File: config.mk
export PLATFORM = sky130hd
export DESIGN_NAME = ym_dbg_deser
export DESIGN_NICKNAME = d
export VERILOG_FILES = /design/src/rtl/ym_dbg_pkg.sv /design/src/rtl/ym_dbg_fifo2.sv /design/src/rtl/ym_dbg_deser.sv
export SDC_FILE = /design/constraint.sdc
export NUM_CORES = 1
export LEC_CHECK = 0
export CORE_ASPECT_RATIO = 0.75
export CORE_MARGIN = 2
export CORE_UTILIZATION = 55
export DETAILED_ROUTE_END_ITERATION = 16
export GPL_ROUTABILITY_DRIVEN = 0
export PLACE_DENSITY = 0.89
export SLEW_MARGIN = 10
export SYNTH_ARGS = -nofsm -noshare
export SYNTH_HDL_FRONTEND = slang
export SYNTH_HIERARCHICAL = 1
export SYNTH_SLANG_ARGS = --single-unit
export TNS_END_PERCENT = 10
File: constraint.sdc
create_clock -name MCLK -period 2.55 [get_ports MCLK]
set_input_delay 0.51 -clock MCLK [delete_from_list [all_inputs] [get_ports MCLK]]
set_output_delay 0.51 -clock MCLK [all_outputs]
set_load 0.03 [all_outputs]
File: src/rtl/ym_dbg_pkg.sv
// Shared definitions for the debug readout deserializer.
// Contents: FSM state enum, counter-width helper, output buffer depth.
`timescale 1ns/1ps
package ym_dbg_pkg;

  typedef enum logic {
    DBG_IDLE  = 1'b0,
    DBG_SHIFT = 1'b1
  } dbg_state_t;

  localparam int DBG_BUF_DEPTH = 2;

  // Counter width able to index n states; never narrower than one bit.
  function automatic int dbg_cnt_w(input int n);
    return (n <= 2) ? 1 : $clog2(n);
  endfunction

endpackage

File: src/rtl/ym_dbg_fifo2.sv
// Two-entry valid/ready buffer for deserialized words ({last, data}).
// Ports:
//   clk, rst_n   - clock, asynchronous active-low reset
//   push, wdata  - write request and word; honoured when not full or when
//                  the head is popped in the same cycle
//   ready        - consumer accepts head when valid
//   head, valid  - oldest entry and non-empty flag
//   drop         - push refused because the buffer is full and not popping
`timescale 1ns/1ps
module ym_dbg_fifo2 import ym_dbg_pkg::*; #(
  parameter int DATA_W = 9
) (
  input  logic              clk,
  input  logic              rst_n,
  input  logic              push,
  input  logic [DATA_W-1:0] wdata,
  input  logic              ready,
  output logic [DATA_W-1:0] head,
  output logic              valid,
  output logic              drop
);

  logic [DATA_W-1:0] mem [DBG_BUF_DEPTH];
  logic              wr_ptr;
  logic              rd_ptr;
  logic [1:0]        count;
  logic              full;
  logic              pop;
  logic              wr;

  assign valid = (count != 2'd0);
  assign full  = (count == 2'd2);
  assign pop   = valid & ready;
  // When full and popping, wr_ptr equals rd_ptr: the new word takes the
  // slot the departing head just vacated.
  assign wr    = push & (~full | pop);
  assign drop  = push & full & ~pop;
  assign head  = mem[rd_ptr];

  always_ff @(posedge clk or negedge rst_n) begin
    if (!rst_n) begin
      mem[0] <= '0;
      mem[1] <= '0;
      wr_ptr <= 1'b0;
      rd_ptr <= 1'b0;
      count  <= 2'd0;
    end else begin
      if (wr) begin
        mem[wr_ptr] <= wdata;
        wr_ptr      <= ~wr_ptr;
      end
      if (pop) rd_ptr <= ~rd_ptr;
      count <= count + {1'b0, wr} - {1'b0, pop};
    end
  end

endmodule

File: src/rtl/ym_dbg_deser.sv
// Receiving end of the on-chip serial debug readout chain. Captures the bit
// stream emitted after a parallel load, deserializes it into WORD_WIDTH-bit
// words (NUM_WORDS per frame) and presents them through a 2-entry buffer.
// Ports:
//   MCLK        - master clock (rising edge)
//   reset       - asynchronous active-low reset
//   start       - frame start pulse (coincides with the chain's parallel load)
//   bit_en      - bit strobe; sdi sampled only when high
//   sdi         - serial data
//   out_ready   - consumer handshake
//   clr         - clears sticky flags
//   out_data    - head word; out_valid - buffer non-empty
//   out_last    - head word ends its frame
//   busy        - frame capture in progress
//   frame_done  - one-cycle pulse after the final word of a frame is written
//   ovf         - sticky: word dropped on a full buffer
//   restart_err - sticky: start arrived mid-frame
//   par_err     - sticky parity mismatch (only with YM_DBG_DESER_PARITY_EN)
// Build option: define YM_DBG_DESER_PARITY_EN to expect one even-parity
// strobe after every word; the word is then pushed after the parity strobe.
`timescale 1ns/1ps
module ym_dbg_deser import ym_dbg_pkg::*; #(
  parameter int WORD_WIDTH = 8,
  parameter int NUM_WORDS  = 4,
  parameter bit MSB_FIRST  = 1'b0
) (
  input  logic                  MCLK,
  input  logic                  reset,
  input  logic                  start,
  input  logic                  bit_en,
  input  logic                  sdi,
  input  logic                  out_ready,
  input  logic                  clr,
  output logic [WORD_WIDTH-1:0] out_data,
  output logic                  out_valid,
  output logic                  out_last,
  output logic                  busy,
  output logic                  frame_done,
  output logic                  ovf,
`ifdef YM_DBG_DESER_PARITY_EN
  output logic                  restart_err,
  output logic                  par_err
`else
  output logic                  restart_err
`endif
);

`ifdef YM_DBG_DESER_PARITY_EN
  localparam int STROBES = WORD_WIDTH + 1;
`else
  localparam int STROBES = WORD_WIDTH;
`endif
  localparam int BCW = dbg_cnt_w(STROBES);
  localparam int WCW = dbg_cnt_w(NUM_WORDS);
  localparam logic [BCW-1:0] BIT_LAST  = BCW'(STROBES - 1);
  localparam logic [WCW-1:0] WORD_LAST = WCW'(NUM_WORDS - 1);

  dbg_state_t            state;
  logic [BCW-1:0]        bit_cnt;
  logic [WCW-1:0]        word_cnt;
  logic [WORD_WIDTH-1:0] shreg;
  logic [WORD_WIDTH-1:0] shreg_next;
  logic [WORD_WIDTH-1:0] push_word;
  logic                  strobe;
  logic                  word_end;
  logic                  shift_en;
  logic                  push_drop;
  logic [WORD_WIDTH:0]   head;

  // start outranks a coincident strobe, so that bit is never sampled.
  assign strobe   = (state == DBG_SHIFT) && bit_en && !start;
  assign word_end = strobe && (bit_cnt == BIT_LAST);
  assign busy     = (state == DBG_SHIFT);

  generate
    if (WORD_WIDTH == 1) begin : g_w1
      assign shreg_next = sdi;
    end else if (MSB_FIRST) begin : g_msb
      assign shreg_next = {shreg[WORD_WIDTH-2:0], sdi};
    end else begin : g_lsb
      assign shreg_next = {sdi, shreg[WORD_WIDTH-1:1]};
    end
  endgenerate

`ifdef YM_DBG_DESER_PARITY_EN
  // The final strobe of a word carries parity, not data: no shift, and the
  // already-assembled word is pushed.
  logic par_bad;
  assign shift_en  = strobe && !word_end;
  assign push_word = shreg;
  assign par_bad   = word_end && ((^shreg) != sdi);
`else
  // The final data bit is pushed in the same edge it is sampled.
  assign shift_en  = strobe;
  assign push_word = shreg_next;
`endif

  always_ff @(posedge MCLK or negedge reset) begin
    if (!reset) begin
      state       <= DBG_IDLE;
      bit_cnt     <= '0;
      word_cnt    <= '0;
      shreg       <= '0;
      frame_done  <= 1'b0;
      ovf         <= 1'b0;
      restart_err <= 1'b0;
`ifdef YM_DBG_DESER_PARITY_EN
      par_err     <= 1'b0;
`endif
    end else begin
      frame_done  <= 1'b0;
      // Set terms are OR-ed after the clear so a same-cycle event wins.
      ovf         <= push_drop | (ovf & ~clr);
      restart_err <= (start && (state == DBG_SHIFT)) | (restart_err & ~clr);
`ifdef YM_DBG_DESER_PARITY_EN
      par_err     <= par_bad | (par_err & ~clr);
`endif
      if (start) begin
        state    <= DBG_SHIFT;
        bit_cnt  <= '0;
        word_cnt <= '0;
        shreg    <= '0;
      end else if (strobe) begin
        if (shift_en) shreg <= shreg_next;
        if (word_end) begin
          bit_cnt <= '0;
          if (word_cnt == WORD_LAST) begin
            state      <= DBG_IDLE;
            word_cnt   <= '0;
            frame_done <= 1'b1;
          end else begin
            word_cnt <= word_cnt + 1'b1;
          end
        end else begin
          bit_cnt <= bit_cnt + 1'b1;
        end
      end
    end
  end

  ym_dbg_fifo2 #(.DATA_W(WORD_WIDTH + 1)) u_fifo (
    .clk   (MCLK),
    .rst_n (reset),
    .push  (word_end),
    .wdata ({(word_cnt == WORD_LAST), push_word}),
    .ready (out_ready),
    .head  (head),
    .valid (out_valid),
    .drop  (push_drop)
  );

  assign out_last = head[WORD_WIDTH];
  assign out_data = head[WORD_WIDTH-1:0];

endmodule

# After elaboration in Yosys (flattened, before gate mapping)
# Cells that the tools add are included.
# W data, S select, Z words.
totals:
  register_bits: 39
  in_bits: 7
  output_inout_bits: 14
  word_cells: 73
op_classes:
  add_sub_neg: 4
  n_lt_le_gt_ge: 3
  n_eq_ne: 3
  muxes: 23
  bitwise_logic: 16
  reduce_logical: 12
ops:
  columns: ["op", "count"]
  rows:
  - ["$mux W9", 4]
  - ["$bwmux W18", 1]
  - ["$mux W8", 2]
  - ["$demux W9 S1", 1]
  - ["$mux W3", 3]
  - ["$mux W1", 8]
  - ["$mux W2", 4]
  - ["$reduce_bool A2 Y1", 4]
  - ["$and A1 B1 Y1", 6]
  - ["$logic_and A1 B1 Y1", 5]
  - ["$not A1 Y1", 5]
  - ["$eq A2 B2 Y1 const B", 2]
  - ["$ge A2 B2 Y1 const B", 2]
  - ["$not A1 Y2", 2]
  - ["$add A3 B1 Y3 const B", 1]
  - ["$eq A3 B3 Y1 const B", 1]
  - ["$or A1 B1 Y1", 3]
  - ["$reduce_and A3 Y1", 1]
  - ["$add A2 B1 Y2", 1]
  - ["$add A2 B1 Y2 const B", 1]
  - ["$lt A2 B1 Y1 const B", 1]
  - ["$reduce_and A2 Y1", 1]
  - ["$sub A2 B1 Y2", 1]
  - ["$logic_not A1 Y1", 1]

# Depth between registers and ports, before layout
# Gate-level depths: netlist of the first run.
depth:
  ltp_word: 6
  depth_mapped: 10
  ltp_nobuf: 10

# Cells and area by module
# Netlist of the first run, hierarchy kept.
modules_own_cells:
  columns: ["module", "instances", "cells_each", "area_per_inst_um2", "seq_area_each_um2"]
  rows:
  - ["ym_dbg_fifo2", 1, 66, 1034.7, 550.5]
  - ["ym_dbg_deser", 1, 70, 809.5, 400.4]

# Least setup slack after synthesis of the first run
# No wires, ideal clock.
synth_path:
  path_kind: "reg2reg"
  from: "reg state (netlist: busy)"
  to: "reg u_fifo.count[1]"
  setup_time_ns: 0.123
  arrival_time_ns: 1.830
  setup_slack_ns: 0.598
  path_stages_with_launch: 10
  path_buffers: 1
  synth_period_minus_slack_ns: 1.952
  cell_sequence: "dfrtp_1 > buf_6 > nand3_2 > nor2_1 > nand2b_1 > ha_1 > inv_1 > ha_1 > xnor2_1 > xnor2_1"
synth_between:
  elab_chain_cells: 6
synth_lines:
  columns: ["item", "line", "rtl"]
  rows:
  - ["start: declaration", "ym_dbg_deser.sv:58", "dbg_state_t state;"]
  - ["start signal: assignment", "ym_dbg_deser.sv:100", "state <= DBG_IDLE;"]
  - ["start signal: assignment", "ym_dbg_deser.sv:119", "state <= DBG_SHIFT;"]
  - ["start signal: assignment", "ym_dbg_deser.sv:128", "state <= DBG_IDLE;"]
  - ["$logic_and A1 B1 Y1 (2 in series)", "ym_dbg_deser.sv:71", "assign strobe = (state == DBG_SHIFT) && bit_en && !start;"]
  - ["$logic_and A1 B1 Y1", "ym_dbg_deser.sv:72", "assign word_end = strobe && (bit_cnt == BIT_LAST);"]
  - ["named net word_end", "ym_dbg_deser.sv:65", "logic word_end;"]
  - ["$and A1 B1 Y1", "ym_dbg_fifo2.sv:36", "assign wr = push & (~full | pop);"]
  - ["$add A2 B1 Y2", "ym_dbg_fifo2.sv:53", "count <= count + {1'b0, wr} - {1'b0, pop};"]
  - ["$sub A2 B1 Y2", "ym_dbg_fifo2.sv:53", null]
  - ["end signal: assignment", "ym_dbg_fifo2.sv:53", null]
  - ["end: declaration", "ym_dbg_fifo2.sv:26", "logic [1:0] count;"]
# The timed path passes the listed nets, and every way through them passes these cells.
# A chain may end at the register's enable or synchronous reset.

# Worst setup path after layout of the first run
layout_path:
  from: "reg u_fifo.rd_ptr"
  to: "out out_data[2]"
layout_between:
  elab_chain_cells: 4
layout_lines:
  columns: ["item", "line", "rtl"]
  rows:
  - ["start: declaration", "ym_dbg_fifo2.sv:25", "logic rd_ptr;"]
  - ["start signal: assignment", "ym_dbg_fifo2.sv:52", "if (pop) rd_ptr <= ~rd_ptr;"]
  - ["$not A1 Y2 (not written as such)", "ym_dbg_fifo2.sv:38", "assign head = mem[rd_ptr];"]
  - ["$mux W9 (not written as such) (3 in series)", "ym_dbg_fifo2.sv:38", null]
  - ["end: declaration", "ym_dbg_deser.sv:34", "output logic [WORD_WIDTH-1:0] out_data,"]
# No other way between the ends. The select of a mux whose other input is x is not followed.

==> results_dict.tcl, run 1 <==
set metrics [dict create \
    status "completed" \
    synth_top_family_by_area "multiplexers" \
    synth_mux_area_frac 0.197 \
    drive_above_1_share 0.313 \
    yosysTopAreaCell "dfrtp_1" \
    min_period_over_period 0.955 \
    detail-route-antenna-nets 0 \
    cts_setup_buffers 0 \
    final_cell_mix "dfrtp_1 (38), clkdlybuf4s50_1 (20), mux2_2 (18)" \
    yosys.area_share.xor_xnor 0.0190 \
    cp-start-kind "register" \
    hold_violations 0 \
    fin_worst_skew_ns 0.00469 \
    netlist_instances 136 \
    clockRootBuffer "clkbuf_8" \
    worstSetupPathType "reg -> out" \
    wl_um 3230 \
    cts_tree "done" \
    max_cap_viol_count 0 \
    port_buffers 20 \
    hpwl_um 2130 \
    timing.final.crit_period_ns 2.43 \
    fin_area_mm2 0.00215 \
    antenna_found_initial 0 \
    die_area_mm2 0.00384 \
    synth_fp_nets 148 \
    maxSlewViolCount 0 \
    initial_utilization 0.569 \
    grt_util_all_layers 0.190 \
    place_inst 193 \
    synth_top_area_share 0.516 \
    cts_buffers 5 \
    coreArea_mm2 0.00324 \
    drtIter0Drc 42 \
    drc 0 \
    clk_latency_ns 0.29 \
    grt_pass1_wl_um 5400 \
    dr.pass1.iters 4 \
    p_per_area_mw_per_mm2 589 \
    highest_layer "met4" \
    slew_headroom 0.671 \
    holdWs_ns 0.482 \
    crit_required_ns 2.04 \
    synth-adder-area-share 0.0339 \
    syn_area_mm2 0.00184 \
    area_growth_pct 16.6 \
    synth_compound_area_frac 0.0943 \
    place_area_mm2 0.00207 \
    io_pins 21 \
    viasPerCell 5.48 \
    power_mw 1.27 \
    fillers 246 \
    p_leak_nw 0.992 \
    crit_path_max_fanout 10 \
    vias 1096 \
    fmax_ghz 0.411 \
    cts_resized 0 \
    grt-ovfl-total 0 \
    dr_wl_met3_um 145 \
    arrival_ns 1.92 \
    ys_seq_elements 38 \
    antenna_cells 0 \
    synth-warning-count 6 \
    die_h_um 54.2 \
    met2_length_um 1490 \
    cp-end-kind "output pin" \
    wl_met1_um 1580 \
    ir_drop_mv 0.399 \
    clock_path_buffers 2 \
    synth-seq-area-share 0.516 \
    synthTopCellsByArea "dfrtp_1 (52%), mux2_2 (11%), mux2_4 (8.1%)" \
    setup_viol 0 \
    grt_start_max_net_pins 39 \
    h-tree-depth 2 \
    synth-simple-area-share 0.104 \
    synth_area_per_cell_um2 13.6 \
    die_w_um 70.9 \
    rsz0062_at_grt "false" \
    nets 172 \
    worst_slew_pin_slew_ns 0.494 \
    hold_buffers 0 \
    fin_cells 200 \
    grt_pass1_vias 1105 \
    clkSlewWorstSetupHoldPaths_ns 0.07 \
    mostFrequentLayoutCell "dfrtp_1" \
    row_count 18 \
    totalNegativeSetupSlack_ns 0 \
    ys_types 30 \
    wl_per_cell_um 16.2 \
    hp-class "reg -> reg" \
    cts.sinks 38 \
]
-- cells in the mapped netlist, drive strengths merged --
cell type / instances
and2: 2
a21oi: 10
nor3b: 3
buf: 8
a21o: 2
nor2b: 1
a21bo: 10
or2: 1
inv: 2
mux2i: 1
and3: 1
nor2: 3
dfrtp: 38
nand4bb: 1
xor2: 1
xnor2: 3
a22o: 1
nand2b: 3
mux2: 28
nand2: 1
nand3: 10
ha: 5
nand4b: 1
-- kinds of logic (layout without fill, tap and decap cells) --
kind of cell	count (synthesis)	in the layout
fa+ha+maj	5	5
flops	38	38
compound gates	23	23
buf+inv	10	34
xor+xnor	4	4
simple gates	27	27
mux	29	29
-- critical path, stage by stage (launching register included) --
cell,delay (ns)
dfrtp_1,0.65
mux2_2,0.39
clkdlybuf4s50_1,0.59
-- routing by layer --
metal  vias up  track usage
met3         2       0.0637
li1        528            -
met1       546        0.253
met4         0       0.0566
met5         -            0
met2        20        0.302
-- where the power goes --
part / leakage, nW / switching [mW] / internal, mW / total [mW]
combinational: 0.434 / 0.0864 / 0.106 / 0.193
clock: 0.0438 / 0.199 / 0.183 / 0.382
sequential: 0.513 / 0.0589 / 0.634 / 0.693
-- final cells by class --
class | instances | area (um^2) | area share
clock inverters | 2 | 10.0 | 0.00465
inverters | 2 | 7.51 | 0.00349
clock buffers | 5 | 68.8 | 0.0320
repair buffers | 25 | 238 | 0.111
well taps | 40 | 50.0 | 0.0233
multi-input cells | 88 | 826 | 0.384
flip-flops and latches | 38 | 951 | 0.442
-- flip-flops by register name, summed over array words and instances (netlist names) --
| register | count |
|---|---|
| frame_done | 1 |
| ovf | 1 |
| bit_cnt | 3 |
| restart_err | 1 |
| u_fifo/count | 2 |
| busy | 1 |
| u_fifo/rd_ptr | 1 |
| u_fifo/mem | 18 |
| word_cnt | 2 |
| u_fifo/wr_ptr | 1 |
| shreg | 7 |
-- per-stage QoR --
step	util	setup WS, ns
final	0.663	0.115
after global placement	0.639	0.284
after floorplan	-	0.598
after global routing	0.663	0.0191
after CTS	0.663	0.0987
after detailed placement	0.639	0.218
-- path summary, 6_finish.rpt --
kind	from	end	slack, ns	depth (start not counted)
max	u_fifo/rd_ptr	out_data[2]	0.12	2
min	ovf	ovf	0.48	1
max reg2reg	bit_cnt[0]	u_fifo/count[1]	0.42	10
min reg2reg	ovf	ovf	0.48	1
max in group asynchronous	reset	busy	1.58	2
min in group asynchronous	reset	u_fifo/mem[17]	0.64	2
Power figures use the tool's default switching activity.
==> inputs of run 2 (changes only) <==
CORE_MARGIN = 10   (was 2)
CTS_CLUSTER_SIZE = 12   (was not set)
==> run 2 against run 1 <==
Wire length grew 9.3%. Clock power is essentially flat. Die area grew 59%. Flip-flop and latch count is the same. Global-route usage shrank 7.0 points. Non-clock buffer count is the same. First-iteration DRC count grew 130%. Count of clock-buffer cells in the layout grew 2. Sequential power is essentially flat. Power grew 0.67%. Critical path type unchanged. Largest cell class unchanged.
==> results_dict.tcl, run 2 (synthesis results as in run 1) <==
set metrics [dict create \
    maxSlewViolCount 0 \
    crit_family "flip-flops" \
    cts_resized 0 \
    slowest_delay_ns 0.67 \
    post-route-util 0.658 \
    wl_um 3530 \
    cts_setup_buffers 0 \
    die_h_um 70.2 \
    reg2reg_slack_ns 0.33 \
    grt-ovfl-total 0 \
    dr.pass1.iters 4 \
    crit_chain "mux2_2 -> clkdlybuf4s50_1" \
    antenna_found_initial 0 \
    crit_path_max_fanout 10 \
    die_area_mm2 0.00609 \
    slew_headroom 0.649 \
    worstSetupPathType "reg -> out" \
    final_cell_mix "dfrtp_1 (38), clkdlybuf4s50_1 (20), mux2_2 (18)" \
    ir_drop_mv 0.545 \
    viasPerCell 5.63 \
    drc 0 \
    reg_top3 "u_fifo/mem (18), shreg (7), bit_cnt (3)" \
    port_buffers 20 \
    grt_util_all_layers 0.120 \
    top_register "u_fifo/mem" \
    cts_tree "done" \
    fmax_ghz 0.405 \
    timing.final.crit_period_ns 2.47 \
    io_pins 21 \
    hold_depth 1 \
    grt_start_max_net_pins 39 \
    min_period_over_period 0.968 \
    crit_required_ns 2.04 \
    p_per_area_mw_per_mm2 594 \
    reg2reg_depth 10 \
    grt_pass1_vias 1222 \
    fin_cells 200 \
    drive_above_1_share 0.300 \
    die_w_um 86.9 \
    rsz0062_at_grt "false" \
    clkSlewWorstSetupHoldPaths_ns 0.07 \
    crit_buf_inv 1 \
    totalNegativeSetupSlack_ns 0 \
    status "completed" \
    hold_buffers 0 \
    p_leak_nw 0.986 \
    reg2reg_from "bit_cnt[0]" \
    worst_slew_pin_slew_ns 0.526 \
    holdWs_ns 0.505 \
    clk_latency_ns 0.29 \
    r2r-end "u_fifo/count[1]" \
    antenna_cells 0 \
    coreArea_mm2 0.00327 \
    clockRootBuffer "clkbuf_8" \
    h-tree-depth 2 \
    mostFrequentLayoutCell "dfrtp_1" \
    fin_worst_skew_ns 0.00264 \
    row_count 18 \
    grt_pass1_wl_um 5840 \
    hp-start "restart_err" \
    nets 172 \
    largest_reg_flops 18 \
    wl_per_cell_um 17.7 \
    clock_path_buffers 2 \
    arrival_ns 1.96 \
    place_inst 193 \
    hold_violations 0 \
    cp-start-kind "register" \
    cp-end-kind "output pin" \
    vias 1125 \
    hpwl_um 2460 \
    hold_path_end "restart_err" \
    area_growth_pct 16.5 \
    initial_utilization 0.565 \
    critPathSlowestCell "dfrtp_1" \
    cts.sinks 38 \
    hp-class "reg -> reg" \
    detail-route-antenna-nets 0 \
    drtIter0Drc 95 \
    max_cap_viol_count 0 \
    setup_viol 0 \
    cts_buffers 5 \
]
-- run 2: cell types whose count changed in the layout (fill, tap and decap cells not counted), sizes merged --
cell	before	now
clkinv	2	0
clkbuf	5	7
-- run 2: cell type report --
cell class | instances | area, um^2
well taps | 40 | 50.0
repair buffers | 25 | 238
inverters | 2 | 7.51
clock buffers | 7 | 76.3
multi-input cells | 88 | 826
fillers | 245 | 1120
flip-flops and latches | 38 | 951
-- run 2: power breakdown --
part | total, mW | switching (mW) | internal (mW) | leakage [nW]
sequential | 0.696 | 0.0617 | 0.634 | 0.513
combinational | 0.195 | 0.0882 | 0.107 | 0.434
clock | 0.385 | 0.197 | 0.188 | 0.0383
total | 1.28 | 0.347 | 0.929 | 0.986
-- run 2: metrics by stage --
stage	worst slack [ns]	cell area, um^2	total power [mW]
2_1_floorplan	0.598	1840	0.828
5_1_grt	0.0233	2150	1.33
4_1_cts	0.0755	2150	1.29
3_3_place_gp	0.282	2070	0.884
6_report	0.0807	2150	1.28
3_5_place_dp	0.166	2070	0.905
-- run 2: worst max path at each step --
stage	start	to	depth (start not counted)
2_1_floorplan	busy	u_fifo/count[1]	9
3_3_place_gp	bit_en	u_fifo/count[1]	9
3_5_place_dp	bit_en	u_fifo/count[1]	9
4_1_cts	u_fifo/rd_ptr	out_data[5]	2
5_1_grt	u_fifo/rd_ptr	out_data[3]	2
6_report	u_fifo/rd_ptr	out_data[3]	2
-- run 2: layer usage --
layer,global-route usage,share of wire
met5,0,0
met4,0.0215,0.0048
met3,0.0533,0.065
met2,0.195,0.48
met1,0.143,0.45
